<file path="src/rtl/timer_counter.sv">
// timer_counter: memory-mapped down-counting timer with an interrupt output.
//
// Register map (word offset addr[1:0], i.e. byte offset bits [3:2]):
//   0 CTRL   [3]=IM irq mask, [2:1]=Mode, [0]=Enable, [31:4] read as 0
//   1 PRESET reload value
//   2 COUNT  current count, read-only
//   3 reads 0, writes ignored
//
// Ports:
//   clk   - system clock, rising edge
//   reset - synchronous active-high reset
//   addr  - word address addr[31:2] from the bridge; only addr[1:0] decoded
//   we    - write strobe, asserted only when this device is selected
//   din   - write data
//   dout  - combinational read data for the addressed register
//   irq   - interrupt request, IM & irq_flag
//
// Build option: define TIMER_COUNTER_MODE1_EN to enable Mode=1 auto-reload.
// Without it Mode=1 behaves like Mode=0 (the Mode field is still stored).
//
// state | meaning
// IDLE  | waiting for Enable, COUNT held
// LOAD  | COUNT <= PRESET
// CNT   | counting down, stops to IDLE when Enable drops
// INT   | terminal count reached, irq_flag set

module timer_counter (
    input  logic        clk,
    input  logic        reset,
    input  logic [29:0] addr,
    input  logic        we,
    input  logic [31:0] din,
    output logic [31:0] dout,
    output logic        irq
);

    typedef enum logic [1:0] {IDLE, LOAD, CNT, INT} state_t;

    state_t      state, state_nxt;
    logic        en, im;
    logic [1:0]  mode;
    logic [31:0] preset, count, count_nxt;
    logic        irq_flag;
    logic        flag_set, flag_clr_fsm, en_clr;
    logic        reload_mode;
    logic        ctrl_wr, preset_wr;

    logic unused_addr;
    assign unused_addr = ^addr[29:2];

`ifdef TIMER_COUNTER_MODE1_EN
    assign reload_mode = (mode == 2'd1);
`else
    assign reload_mode = 1'b0;
`endif

    assign ctrl_wr   = we && (addr[1:0] == 2'd0);
    assign preset_wr = we && (addr[1:0] == 2'd1);

    always_ff @(posedge clk) begin
        if (reset) state <= IDLE;
        else       state <= state_nxt;
    end

    always_comb begin
        state_nxt    = state;
        count_nxt    = count;
        flag_set     = 1'b0;
        flag_clr_fsm = 1'b0;
        en_clr       = 1'b0;
        case (state)
            IDLE: begin
                if (en) state_nxt = LOAD;
            end
            LOAD: begin
                count_nxt = preset;
                state_nxt = CNT;
            end
            CNT: begin
                if (!en) begin
                    state_nxt = IDLE;
                end else if (count > 32'd1) begin
                    count_nxt = count - 32'd1;
                end else begin
                    // PRESET of 0 or 1 also lands here and still raises irq
                    count_nxt = 32'd0;
                    flag_set  = 1'b1;
                    state_nxt = INT;
                end
            end
            INT: begin
                state_nxt = IDLE;
                if (reload_mode) flag_clr_fsm = 1'b1;
                else             en_clr       = 1'b1;
            end
            default: state_nxt = IDLE;
        endcase
    end

    // CPU writes to CTRL take priority over FSM updates of Enable and irq_flag
    always_ff @(posedge clk) begin
        if (reset) begin
            en       <= 1'b0;
            mode     <= 2'd0;
            im       <= 1'b0;
            preset   <= 32'd0;
            count    <= 32'd0;
            irq_flag <= 1'b0;
        end else begin
            count <= count_nxt;
            if (preset_wr) preset <= din;
            if (ctrl_wr) begin
                en   <= din[0];
                mode <= din[2:1];
                im   <= din[3];
            end else if (en_clr) begin
                en <= 1'b0;
            end
            if (ctrl_wr)           irq_flag <= 1'b0;
            else if (flag_set)     irq_flag <= 1'b1;
            else if (flag_clr_fsm) irq_flag <= 1'b0;
        end
    end

    always_comb begin
        dout = 32'd0;
        case (addr[1:0])
            2'd0:    dout = {28'd0, im, mode, en};
            2'd1:    dout = preset;
            2'd2:    dout = count;
            default: dout = 32'd0;
        endcase
    end

    assign irq = im & irq_flag;

endmodule
</file>
<file path="config.mk">
export PLATFORM = sky130hd
export DESIGN_NAME = timer_counter
export DESIGN_NICKNAME = d
export VERILOG_FILES = /design/src/rtl/timer_counter.sv
export SDC_FILE = /design/constraint.sdc
export NUM_CORES = 1
export LEC_CHECK = 0
export ABC_AREA = 1
export BUFFER_PORTS_ARGS = -buffer_cell sky130_fd_sc_hd__clkbuf_2
export CORE_ASPECT_RATIO = 1.25
export CORE_UTILIZATION = 49
export DETAILED_ROUTE_END_ITERATION = 10
export GPL_TIMING_DRIVEN = 0
export PLACE_DENSITY = 0.72
export SLEW_MARGIN = 20
export SYNTH_ARGS = -nofsm -noshare
export SYNTH_HDL_FRONTEND = slang
export SYNTH_SLANG_ARGS = --single-unit
</file>
<file path="constraint.sdc">
create_clock -name clk -period 1.78 [get_ports clk]
set_input_delay 0.178 -clock clk [delete_from_list [all_inputs] [get_ports clk]]
set_output_delay 0.178 -clock clk [all_outputs]
set_load 0.03 [all_outputs]
</file>
# [After elaboration in Yosys (flattened, before gate mapping)]
# Cells that the tools add are included.
[word_totals] input_bits=65 out_inout_bits=33 reg_bits=71
[op_classes] mux=15 magnitude_cmp=1 bitwise=1 addsub=1 reduce_logical=9 eq_ne=8
[op_table] op="case mux 32 bit (3 select lines)" count=1
[op_table] op="two-way mux 32 bit" count=2
[op_table] op="case mux 32 bit (2 select lines)" count=1
[op_table] op="> comparator 32 x 1 -> 1 bit, second input constant" count=1
[op_table] op="subtractor 32 x 1 -> 32 bit, second input constant" count=1
[op_table] op="case mux 2 bit (4 select lines)" count=1
[op_table] op="two-way mux 1 bit" count=7
[op_table] op="== test 2 bit, second input constant" count=3
[op_table] op="two-way mux 2 bit" count=3
[op_table] op="== test 2 x 1 -> 1 bit, second input constant" count=2
[op_table] op="zero test 2 bit" count=2
[op_table] op="!= test 2 bit, second input constant" count=2
[op_table] op="AND reduction 2 bit" count=2
[op_table] op="nonzero test 2 bit" count=2
[op_table] op="!= test 3 bit, second input constant" count=1
[op_table] op="logical AND 1 bit" count=2
[op_table] op="OR reduction 2 bit" count=1
[op_table] op="bitwise AND 1 bit" count=1

# [Logic depth before layout (Yosys ltp)]
[depth] ltp_word=5 ltp_mapped=11 ltp_nobuf=11

# [Worst setup path before layout]
# No wires, ideal clock.
[synth_path] kind="register to register" startpoint="register count[0]" endpoint="register count[19]" stages_incl_launch_ff=11 arrival_time_ps=1402 setup_time_ps=66 synth_period_minus_slack_ps=1468 slack_ps=312 cell_sequence="dfxtp_1 > inv_1 > ha_1 > nand2_1 > nand2_1 > nand3_2 > nor2_4 > nor2_4 > buf_6 > nand3_2 > a21oi_2"
[synth_between] elab_chain_cells=4 elab_cells_between_ends=5 cone_classes="add/sub: 1; order compare: 1; mux: 3"
[synth_lines] element="start, declared" line="42" text="logic [31:0] preset, count, count_nxt;"
[synth_lines] element="start signal, assigned" line="110" text="count <= count_nxt;"
[synth_lines] element="subtractor 32 x 1 -> 32 bit / > comparator 32 x 1 -> 1 bit (equally long branches)" line="83, 82"
[synth_lines] element="two-way mux 32 bit (*)" line="82" text="end else if (count > 32'd1) begin"
[synth_lines] element="two-way mux 32 bit (*)" line="80" text="if (!en) begin"
[synth_lines] element="case mux 32 bit (2 select lines) (*)" line="71" text="case (state)"
# Every way passes the cells marked *; elsewhere a longest branch is shown, timed or not. The select of a mux whose other input is x is not followed.
# A chain may end at the register's enable or synchronous reset.

# [Worst setup path in the final report]
[layout_path] startpoint="input addr[0]" endpoint="output dout[21]"
[layout_between] elab_chain_cells=2 elab_cells_between_ends=4 cone_classes="eq/ne: 2; mux: 1; reduce/logical: 1"
[layout_lines] element="start, declared" line="30" text="input logic [29:0] addr,"
[layout_lines] element="== test 2 bit, or another cell as far along" line="127" text="case (addr[1:0])"
[layout_lines] element="case mux 32 bit (3 select lines) (*)" line="127"
[layout_lines] element="end, declared" line="33" text="output logic [31:0] dout,"
# Every way passes the cells marked *; elsewhere a longest branch is shown, timed or not.

==> run metrics <==
Final Cycle Share a little over nine tenths; DRT Wirelength between 10000 and 15000 um; Worst Hold Class primary input to register; footprint of the multi-input gates about 2300 um^2; worst path cell trace clkbuf_2, inv_1, nor2_1, inv_1, clkbuf_1, o22ai_1, clkbuf_2; cell count of the worst hold path 2; final-report hold violation count 0; clk sinks between 70 and 80; DR vias ~4600; number of global-route vias before repair 4315; Root Driver clkbuf_8; max_cap viols 0; mean area per synthesized cell around 6.6 um^2; outcome finished with violations; critical path launch point type primary input; Iteration-0 DRC Markers roughly 270; first-pass GRT wire length 20600 um; post-synth top area cell dfxtp_1; Distinct cells, synth 29; Async S/R FF share, synth 0%; synth top area cells dfxtp_1, o21ai_0, nand2_1, inv_1, a21oi_1; overall die height roughly 100 um; Crit path max-delay family buffers and inverters; ys flop type dfxtp_1; VDD IR max just under 0.0005 V; Synth Area in XOR/XNOR less than 1%; Critical path buffers and inverters 5; n_diodes 0; Vias per Instance 5.68; Syn Nets between 600 and 700; Clock Skew 0.0124 ns; routability cong. between 0.9 and 1; Clock Path Buffers 2; adder-cell share of the synthesized area 0.609%; die area about 9000 um^2; share of post-route cells with drive strength above 1 21.8%; slew margin rel. 46.4%; Reg2Reg Depth 11; mux cell area share after synthesis 0%; Routed WL per cell approximately 16 um; Pwr Density 784 nW/um^2; crit path kind primary input to primary output; compound-cell area share of the yosys netlist between 20% and 30%; leak pwr between 0.002 and 0.0025 uW; number of port buffers 69; DRT Pass-1 Iters 8; most instantiated cells after synthesis o21ai_0, nand2_1, inv_1; CTS clk-pin slew, worst paths about 0.080 ns; number of synthesized register bits 71; Core Box Area 8190 um^2; Power Total roughly 3800 uW; Final Slew Violations 0; post-synthesis simple-gate area fraction about a quarter; max incr delay on CP about 0.33 ns; H-tree Lvls 3; Yosys warnings 0; residual DRC count 2; effective utilization at floorplan between 50% and 60%; Reg area around 1400 um^2; Worst Path Required between 1.5 and 2 ns; main combinational cell family by area after synthesis compound AO/OA/AOI/OAI gates; area delta synth->final 19.2%; Syn Inst Count roughly 630; Post-CTS Hold Buffers 0; Critical Path Stages 7; CTS buffer count 9; crit path DAT around 1.5 ns; register area share after synthesis roughly a third; Synth top area share between 30% and 40%; fmax approximately 580 MHz; Post-synth EDFFs 0; fin crit period approximately 1.7 ns; critical path capture point type primary output; setup violators final 0; Final nets 777; TritonCTS clock tree done; initial antenna violation count 0; Tot GR Track Use a little under a third; Post-DP HPWL 9720 um; FP Rows 37; GRT overflow 0; synthesized cell area between 4000 and 5000 um^2; number of fill cells between 800 and 900; Final TNS setup 0 ns; most frequent cell after synthesis o21ai_0; violations in the final reports design-rule violations; DRT antenna net count 0; worst slew pin tran between 0.8 and 0.9 ns; largest net degree at the start of global routing 12; critical path's slowest cell clkbuf_1; CP Max Fanout 10; top-level port count a little under 100; Clock Latency Late Sink between 0.3 and 0.4 ns; Die W 83.9 um
==> per-stage QoR <==
| step | hold slack [ns] | setup slack [ns] | util [%] | cell area, um^2 | std cells |
|---|---|---|---|---|---|
| after global routing | 0.0615 | -0.00209 | 59.7 | 4900 | 812 |
| after floorplan | 0.247 | 0.312 | - | 4110 | 625 |
| final | 0.0474 | 0.0583 | 59.7 | 4900 | 812 |
| after global placement | 0.424 | 0.0154 | 55.8 | 4570 | 791 |
| after CTS | 0.0454 | -0.0248 | 58.2 | 4770 | 807 |
| after detailed placement | 0.425 | -0.0239 | 55.8 | 4570 | 791 |
==> where the power goes <==
group,switching (uW),internal [uW],total [uW]
Sequential,44.5,1650,1690
Combinational,581,252,832
Clock,654,658,1310
==> metal layers <==
layer | vias to the layer above | GRT usage [%] | wire, um
li1 | 2253 | - | -
met2 | 161 | 51.4 | 6490
met4 | 0 | 20.0 | 693
met3 | 51 | 5.71 | 744
met5 | - | 0 | 0
met1 | 2148 | 34.5 | 5410
==> worst paths after layout <==
kind	start	endpoint	slack [ns]
max	addr[0]	dout[21]	0.06
min	reset	en	0.05
max reg2reg	count[0]	count[8]	0.07
min reg2reg	preset[6]	preset[6]	0.47
==> cell families after synthesis <==
logic type                 after synthesis
adders and majority gates                2
buffers and inverters                  116
xor gates and xnor gates                 4
DFF                                     71
and+or+nand+nor                        221
AOI/OAI and AO/OA                      211
==> cell type report <==
type                       count  area share (%)
inverter                      85            6.52
buffer                        31            3.14
multi-input combinational    438            46.0
sequential                    71            29.1
clock buffer                  14            3.73
clock inverter                 2           0.256
timing repair buffer          74            8.79
tap                           97            2.48
==> registers in the layout, indices dropped and copies added, names as in the netlist <==
register	count
preset	32
en	1
irq_flag	1
count	32
mode	2
state	2
im	1
==> layout by cell type (no fill, tap or decap), types with 3 or more instances in the layout <==
cell type,count
a21oi_1,56
nand3_2,15
nand2_2,7
a21oi_2,10
nand3_1,19
clkbuf_2,71
o221ai_1,3
nand4_1,4
o22ai_1,28
clkbuf_1,19
buf_1,4
inv_2,7
xor2_1,4
o21ai_2,3
nor2_1,67
inv_1,78
buf_2,4
clkbuf_8,13
nor2_4,4
dfxtp_1,70
nand2_1,92
o21ai_0,107
nor2_2,10
==> repair_timing <==
action / in CTS / in global routing
buffers inserted: 0 / 3
pin swaps: 0 / 2
resized for setup: 0 / 20
gates cloned: 0 / 2
endpoints found under the setup margin: 2 / 34
Note: power is estimated with default switching activity, not from simulation.
